File: config.mk
export PLATFORM = sky130hd
export DESIGN_NAME = adder_share_arbiter
export DESIGN_NICKNAME = d
export VERILOG_FILES = /design/src/rtl/adder_share_pkg.sv /design/src/rtl/adder_share_arbiter_rr_arbiter.sv /design/src/rtl/adder_share_arbiter.sv
export SDC_FILE = /design/constraint.sdc
export NUM_CORES = 1
export LEC_CHECK = 0
export CORE_ASPECT_RATIO = 1.5
export CORE_MARGIN = 10
export CORE_UTILIZATION = 40
export CTS_CLUSTER_DIAMETER = 80
export CTS_CLUSTER_SIZE = 24
export DETAILED_ROUTE_END_ITERATION = 8
export GPL_TIMING_DRIVEN = 0
export PLACE_DENSITY = 0.84
export SETUP_SLACK_MARGIN = 0.3
export SLEW_MARGIN = 20
export SYNTH_ARGS = -nofsm -noshare
export SYNTH_HDL_FRONTEND = slang
export SYNTH_HIERARCHICAL = 1
export SYNTH_SLANG_ARGS = --single-unit
File: constraint.sdc
create_clock -name clk -period 7.8 [get_ports clk]
set_clock_uncertainty 0.2 [all_clocks]
set_input_delay 1.17 -clock clk [delete_from_list [all_inputs] [get_ports clk]]
set_output_delay 1.17 -clock clk [all_outputs]
set_load 0.005 [all_outputs]
File: src/rtl/adder_share_pkg.sv
// Shared types and helpers for the shared-adder arbiter.
// Optional build macro: ADDER_SHARE_SAT_EN (saturate the sum on carry-out).
package adder_share_pkg;

  localparam int NUM_REQ_DEF = 4;
  localparam int W_DEF       = 8;
  localparam int MAX_W       = 64;

`ifdef ADDER_SHARE_SAT_EN
  localparam bit SAT_EN = 1'b1;
`else
  localparam bit SAT_EN = 1'b0;
`endif

  typedef enum logic {
    EMPTY = 1'b0,
    FULL  = 1'b1
  } slot_e;

  // Turns a raw w-bit sum plus its carry into the reported sum: either the
  // plain modulo-2^w value or all-ones when saturation is built in.
  function automatic logic [MAX_W-1:0] fold_sum(input logic [MAX_W-1:0] raw_sum,
                                                input logic             carry,
                                                input int unsigned      w);
    logic [MAX_W-1:0] mask;
    mask = (w >= MAX_W) ? '1 : ((MAX_W'(1) << w) - MAX_W'(1));
    fold_sum = (SAT_EN && carry) ? mask : (raw_sum & mask);
  endfunction

endpackage

File: src/rtl/adder_share_arbiter_rr_arbiter.sv
// Combinational round-robin picker: first asserted request at or after ptr,
// wrapping modulo NUM_REQ. The pointer register lives in the parent.
module rr_arbiter
  import adder_share_pkg::*;
#(
  parameter int NUM_REQ = NUM_REQ_DEF,
  parameter int IDW     = $clog2(NUM_REQ)
) (
  input  logic [NUM_REQ-1:0] req,
  input  logic [IDW-1:0]     ptr,
  input  logic               en,
  output logic [NUM_REQ-1:0] grant,
  output logic [IDW-1:0]     idx
);

  logic           hit;
  logic [IDW-1:0] cand;

  // Scan from ptr upward with wrap; the first hit wins, grant only when enabled.
  always_comb begin
    grant = '0;
    idx   = '0;
    hit   = 1'b0;
    cand  = '0;
    for (int k = 0; k < NUM_REQ; k++) begin
      cand = IDW'((int'(ptr) + k) % NUM_REQ);
      if (!hit && req[cand]) begin
        hit = 1'b1;
        idx = cand;
      end
    end
    if (en && hit) begin
      grant[idx] = 1'b1;
    end
  end

endmodule

File: src/rtl/adder_share_arbiter.sv
// Shares one W-bit adder among NUM_REQ requesters with round-robin priority.
// The result slot is a single register that can drain and refill in one cycle.
// Optional build macro: ADDER_SHARE_SAT_EN (sum saturates to all-ones on carry).
module adder_share_arbiter
  import adder_share_pkg::*;
#(
  parameter int NUM_REQ = NUM_REQ_DEF,
  parameter int W       = W_DEF,
  parameter int IDW     = $clog2(NUM_REQ)
) (
  input  logic                 clk,
  input  logic                 rst,
  input  logic [NUM_REQ-1:0]   req_valid,
  output logic [NUM_REQ-1:0]   req_ready,
  input  logic [NUM_REQ*W-1:0] req_a,
  input  logic [NUM_REQ*W-1:0] req_b,
  output logic                 rsp_valid,
  input  logic                 rsp_ready,
  output logic [W-1:0]         rsp_sum,
  output logic                 rsp_carry,
  output logic [IDW-1:0]       rsp_id
);

  slot_e              state_q;
  slot_e              state_d;
  logic [IDW-1:0]     ptr;
  logic [IDW-1:0]     grant_idx;
  logic [NUM_REQ-1:0] grant;
  logic               can_accept;
  logic               accept;
  logic [W-1:0]       a_sel;
  logic [W-1:0]       b_sel;
  logic [W:0]         raw;
  logic [W-1:0]       sum_d;

  // Reset blocks any handshake in the cycle it is asserted.
  assign can_accept = !rst && ((state_q == EMPTY) || rsp_ready);

  rr_arbiter #(
    .NUM_REQ (NUM_REQ),
    .IDW     (IDW)
  ) u_rr (
    .req   (req_valid),
    .ptr   (ptr),
    .en    (can_accept),
    .grant (grant),
    .idx   (grant_idx)
  );

  assign req_ready = grant;
  assign accept    = |grant;
  assign rsp_valid = (state_q == FULL);

  assign a_sel = req_a[grant_idx*W +: W];
  assign b_sel = req_b[grant_idx*W +: W];
  assign raw   = {1'b0, a_sel} + {1'b0, b_sel};
  assign sum_d = W'(fold_sum(MAX_W'(raw[W-1:0]), raw[W], W));

  // Slot next-state: an accept always fills, otherwise a drain empties.
  always_comb begin
    state_d = state_q;
    if (accept) begin
      state_d = FULL;
    end else if ((state_q == FULL) && rsp_ready) begin
      state_d = EMPTY;
    end
  end

  // Slot, pointer and result registers; result fields only move on accept.
  always_ff @(posedge clk) begin
    if (rst) begin
      state_q   <= EMPTY;
      ptr       <= '0;
      rsp_sum   <= '0;
      rsp_carry <= 1'b0;
      rsp_id    <= '0;
    end else begin
      state_q <= state_d;
      if (accept) begin
        rsp_sum   <= sum_d;
        rsp_carry <= raw[W];
        rsp_id    <= grant_idx;
        ptr       <= IDW'((int'(grant_idx) + 1) % NUM_REQ);
      end
    end
  end

endmodule

# --- Word level (Yosys, flattened, before mapping) ---
# Index checks and enable logic that the tools add are counted.
word_totals:
  reg_bits: 14
  in_bits: 71
op_classes:
  n_addsub: 5
  magnitude_cmp: 6
  shifts: 2
  n_mux: 21
  bitwise_logic: 1
  reduce_logical: 14
ops:
  columns: ["op", "n"]
  rows:
  - ["32-bit by 6-bit variable part select with 8-bit output", 2]
  - ["2-bit by 3-bit < comparator with 1-bit output, second input constant", 5]
  - ["1-bit two-way mux", 11]
  - ["8-bit by 8-bit adder with 9-bit output", 1]
  - ["1-bit binary-select mux with 2-bit select", 4]
  - ["2-bit two-way mux", 4]
  - ["1-bit logical AND", 7]
  - ["2-bit by 1-bit adder with 2-bit output, second input constant", 2]
  - ["2-bit adder, second input constant", 2]
  - ["1-bit logical NOT", 4]
  - ["4-bit two-way mux", 1]
  - ["4-bit OR reduction", 1]
  - ["1-bit demux with 2-bit select", 1]
  - ["2-bit by 1-bit greater-or-equal comparator with 1-bit output, second input constant", 1]
  - ["2-bit nonzero test", 1]
  - ["1-bit logical OR", 1]
  - ["1-bit NOT", 1]

# --- Longest topological paths before layout ---
logic_depth:
  depth_word: 19
  ltp_mapped: 11
  mapped_depth_nobuf: 10

# --- By module ---
# The synthesis kept the hierarchy.
by_module_without_submodules:
  columns: ["module", "instances", "cells_each", "area_each_um2", "seq_area_each_um2"]
  rows:
  - ["adder_share_arbiter", 1, 121, 1249.9, 280.3]
  - ["rr_arbiter", 1, 16, 135.1, 0.0]

# --- Worst setup path before layout ---
# No wires, ideal clock.
synth_timing:
  path_type: "input to register"
  start: "input port req_valid[2]"
  end: "register rsp_carry"
  setup_ns: 0.127
  arrival_time_ns: 3.869
  required_time_ns: 7.473
  setup_slack_ns: 3.603
  cell_stages: 11
  n_path_buf: 1
  cell_sequence: "nor2b_4 -> a21o_1 -> a211oi_4 -> buf_4 -> mux4_2 -> ha_1 -> fa_1 -> a211o_1 -> and2_1 -> o31ai_1 -> a31oi_1"
synth_via:
  elab_chain_len: 18
  elab_cells_between_ends: 33
  cone_classes: "add/sub: 1; order compare: 2; shift: 2; mux: 19; reduce/logical: 9"
synth_lines:
  columns: ["element", "line_no", "source"]
  rows:
  - ["start, declared", "adder_share_arbiter.sv:13", "input logic [NUM_REQ-1:0] req_valid,"]
  - ["1-bit binary-select mux with 2-bit select", "adder_share_arbiter_rr_arbiter.sv:27", "if (!hit && req[cand]) begin"]
  - ["1-bit two-way mux (implied by the code)", "adder_share_arbiter_rr_arbiter.sv:27", null]
  - ["1-bit two-way mux", "adder_share_arbiter_rr_arbiter.sv:27", null]
  - ["1-bit logical NOT", "adder_share_arbiter_rr_arbiter.sv:27", null]
  - ["1-bit logical AND", "adder_share_arbiter_rr_arbiter.sv:27", null]
  - ["1-bit two-way mux", "adder_share_arbiter_rr_arbiter.sv:27", null]
  - ["1-bit logical NOT", "adder_share_arbiter_rr_arbiter.sv:27", null]
  - ["1-bit logical AND", "adder_share_arbiter_rr_arbiter.sv:27", null]
  - ["1-bit two-way mux", "adder_share_arbiter_rr_arbiter.sv:27", null]
  - ["1-bit logical NOT", "adder_share_arbiter_rr_arbiter.sv:27", null]
  - ["1-bit logical AND", "adder_share_arbiter_rr_arbiter.sv:27", null]
  - ["2-bit two-way mux (*)", "adder_share_arbiter_rr_arbiter.sv:27", null]
  - ["named net grant_idx[0]", "adder_share_arbiter.sv:27", "logic [IDW-1:0] grant_idx;"]
  - ["parallel branches: the longest is 6 deep, another holds 8-bit by 8-bit adder with 9-bit output", null, null]
  - ["end signal, assigned", "adder_share_arbiter.sv:81", "rsp_carry <= raw[W];"]
  - ["end, declared", "adder_share_arbiter.sv:20", "output logic rsp_carry,"]
# Mark *: on every way through the listed nets, which the timed path passes. The select of a mux whose other input is x is not followed.
# A chain may end at the register's enable or synchronous reset.

# --- Worst setup path in the final report ---
# Ends and elaborated chain as after synthesis.

==> out/results.txt <==
Die W: 68.0 µm
Post-route setup TNS: 0 ns
CP max-delay cell: mux4_2
Clk root buf: clkbuf_8
GR Layer Usage met2: 27.6%
Post-cts sizing count: 0
Fin. Hold Viols: 0
Comb power frac: 72.3%
Setup Crit Path Kind: input pin to flip-flop
Area occupied by multi-input gates: 0.00105 mm²
Die area: 0.00626 mm²
Syn avg cell area: 10.1 µm²
Synth Area in Compound Gates: 19.1%
Sw Ratio: 39.7%
Clock slew at reported path FFs: 0.06 ns
Vias in the first global route: 1692
Async SR Flop Fraction: 0%
GRT Max-Usage Layer: met2
Mux cell area share after synthesis: 26.0%
HP Class: flip-flop to flip-flop
Most frequent cell after synthesis: mux4_2
Synth Area in XOR/XNOR: 1.26%
DRT Pass-1 Iters: 4
Dpl hpwl: 3.94 mm
Top cells by count, synth: mux4_2 (16), dfxtp_1 (14), a21oi_1 (11)
CTS Buffer Depth: 2
Initial antenna violation count: 0
Leak: 0.884 nW
Fmax: 213 MHz
Psw: 263 µW
Final ANT Viol Nets: 0
Setup Viol. Count Final: 0
Hold slack: 0.254 ns
Largest net degree at the start of global routing: 11
Remaining DRCs: 0
Synthesized cell area: 0.00139 mm²
Worst-path maximum fanout: 9
I/O Pins: 87
Pins Over Slew Limit: 0
CTS Buf Count: 3
Post-synthesis cell type count: 44
CTS Sinks: 14
Status: completed
Final non-filler cell total: 269
CP startpoint kind: input pin
Grt ovf: 0
Share of power burned in registers: 17.1%
Total GRT Usage: 15.0%
# diodes: 0
Met3 usage: 5.24%
Share of layout cells above drive strength 1: 15.0%
Row count: 26
Max cap viols: 0
Post-synth EDFFs: 0
Synth Warn #: 6
Worst-Margin Slew: 0.714 ns
CP required: 7.73 ns
Sequential share of the synthesized area: 20.2%
Vias: 1488
Placed cell area: 0.00230 mm²
Mapped Cells: 137
Largest family of logic cells by synthesized area: multiplexers
CTS H-tree lvls: 1
Final nets: 308
Cell area after layout: 0.00235 mm²
Filler cells: 262
Crit path largest cell delay: 0.52 ns
Synth Area in Simple Gates: 20.8%
Adder-Cell Fraction of Synth Area: 8.67%
Synth area leaders: mux4_2 (26%), dfxtp_1 (20%), ha_1 (7.2%)
Cts hold-fix bufs: 0
Endpoint class of the critical path: flip-flop
Worst vdd ir: 179 µV
Crit path time final: 4.68 ns
Clock power frac: 10.6%
Slew margin rel.: 52.0%
Vias per std cell: 5.53
I/O Buffers: 86
Core area: 0.00338 mm²
First-pass GRT wire length: 7.57 mm
GR Util met1: 14.4%
Chip Height: 92.1 µm
Area share of the leading cell type in the synthesized netlist: 26.0%
Post-Route Utilization: 69.6%
Initial Util: 40.9%
Synth Flop Type: dfxtp_1
Post-CTS Setup Bufs: 0
Yosys reg bits: 14
Reg area: 280 µm²
Routed WL: 4.39 mm
Clock Latency Late Sink: 0.25 ns
Avg WL per Cell: 16.3 µm
RSZ-0062 raised after global routing: false
Worst-path cell chain: clkdlybuf4s50_1 -> nor2b_4 -> a21o_1 -> a211oi_4 -> buf_4 -> mux4_2 -> ha_1 -> fa_1 -> a211o_1 -> and2_1 -> o31ai_1 -> a31oi_1
Area delta synth->final: 69.9%
PwrDens: 282 mW/mm²
Syn_nets: 217
Pint: 400 µW
Area leader, netlist: mux4_2
Post-Place Cells: 265
Crit path DAT: 4.61 ns
CTS tree: built
Final Cycle Share: 60.1%
1st-iter DRT viols: 52
Routability Congestion: 0.857
## power by group through the flow
stage	combinational [mW]	clock, mW	sequential, mW
floorplan	0.331	0	0.114
global placement	0.474	0	0.114
detailed placement	0.480	0	0.115
CTS	0.482	0.0715	0.114
global route	0.534	0.0758	0.117
finish	0.479	0.0705	0.113
## layer usage
layer,part of all wire [%],vias up
met5,0,-
met4,1.4,0
met3,9.8,4
met2,56,58
met1,33,700
li1,-,726
## flip-flops by register name (all words and copies together), names as in the netlist
| name | count |
|---|---|
| rsp_carry | 1 |
| ptr | 2 |
| rsp_sum | 8 |
| rsp_id | 2 |
| rsp_valid | 1 |
## critical path: cells and delay by family
| family | cells | cell delay [ns] |
|---|---|---|
| muxes | 1 | 0.52 |
| AOI/OAI and AO/OA | 5 | 1.19 |
| buffers and inverters | 2 | 0.72 |
| and+or+nand+nor | 2 | 0.32 |
| adders and majority gates | 2 | 0.69 |
## final timing paths
kind	start	to	slack, ns	cells after the start
worst min register to register	rsp_sum[1]	rsp_sum[1]	0.25	2
worst max-delay path	req_valid[2]	rsp_carry	3.12	12
worst max register to register	ptr[0]	rsp_carry	4.19	11
worst min-delay path	rsp_sum[1]	rsp_sum[1]	0.25	2
## kinds of logic (layout without fill, tap and decap cells)
group	Yosys count	after routing
adders and majority gates	9	9
AOI/OAI and AO/OA	38	38
muxes	16	16
xor gates and xnor gates	2	2
buffers and inverters	12	102
and+or+nand+nor	46	46
DFF	14	14
## cell type report
cell class	count	share of cell area, %
Buffer	8	1.70
Clock buffer	4	2.34
Timing Repair Buffer	86	36.6
Tap cell	42	2.23
Sequential cell	14	11.9
Inverter	4	0.638
Multi-Input combinational cell	111	44.6
## cell usage in the layout, fill, tap and decap left out, types with 2 or more instances in the layout
master / count
nand3_1: 4
o21a_1: 2
a31oi_1: 4
nand2_1: 10
a211oi_1: 4
nand2b_1: 3
clkbuf_8: 4
xnor2_1: 2
o21ai_0: 4
a21oi_1: 11
nor4b_1: 2
or3_1: 3
dfxtp_1: 14
o31ai_1: 3
a21o_1: 3
clkbuf_1: 2
ha_1: 8
or4_1: 2
clkdlybuf4s50_1: 86
a211o_1: 2
inv_1: 3
mux4_2: 16
and2_1: 5
nor2_1: 4
buf_2: 5
## per-stage QoR
step / worst slack [ns] / total power, mW
floorplan: 3.60 / 0.446
global placement: 2.85 / 0.588
detailed placement: 2.83 / 0.595
CTS: 3.08 / 0.668
global route: 2.90 / 0.726
finish: 3.12 / 0.663
Note: power is estimated with default switching activity, not from simulation.
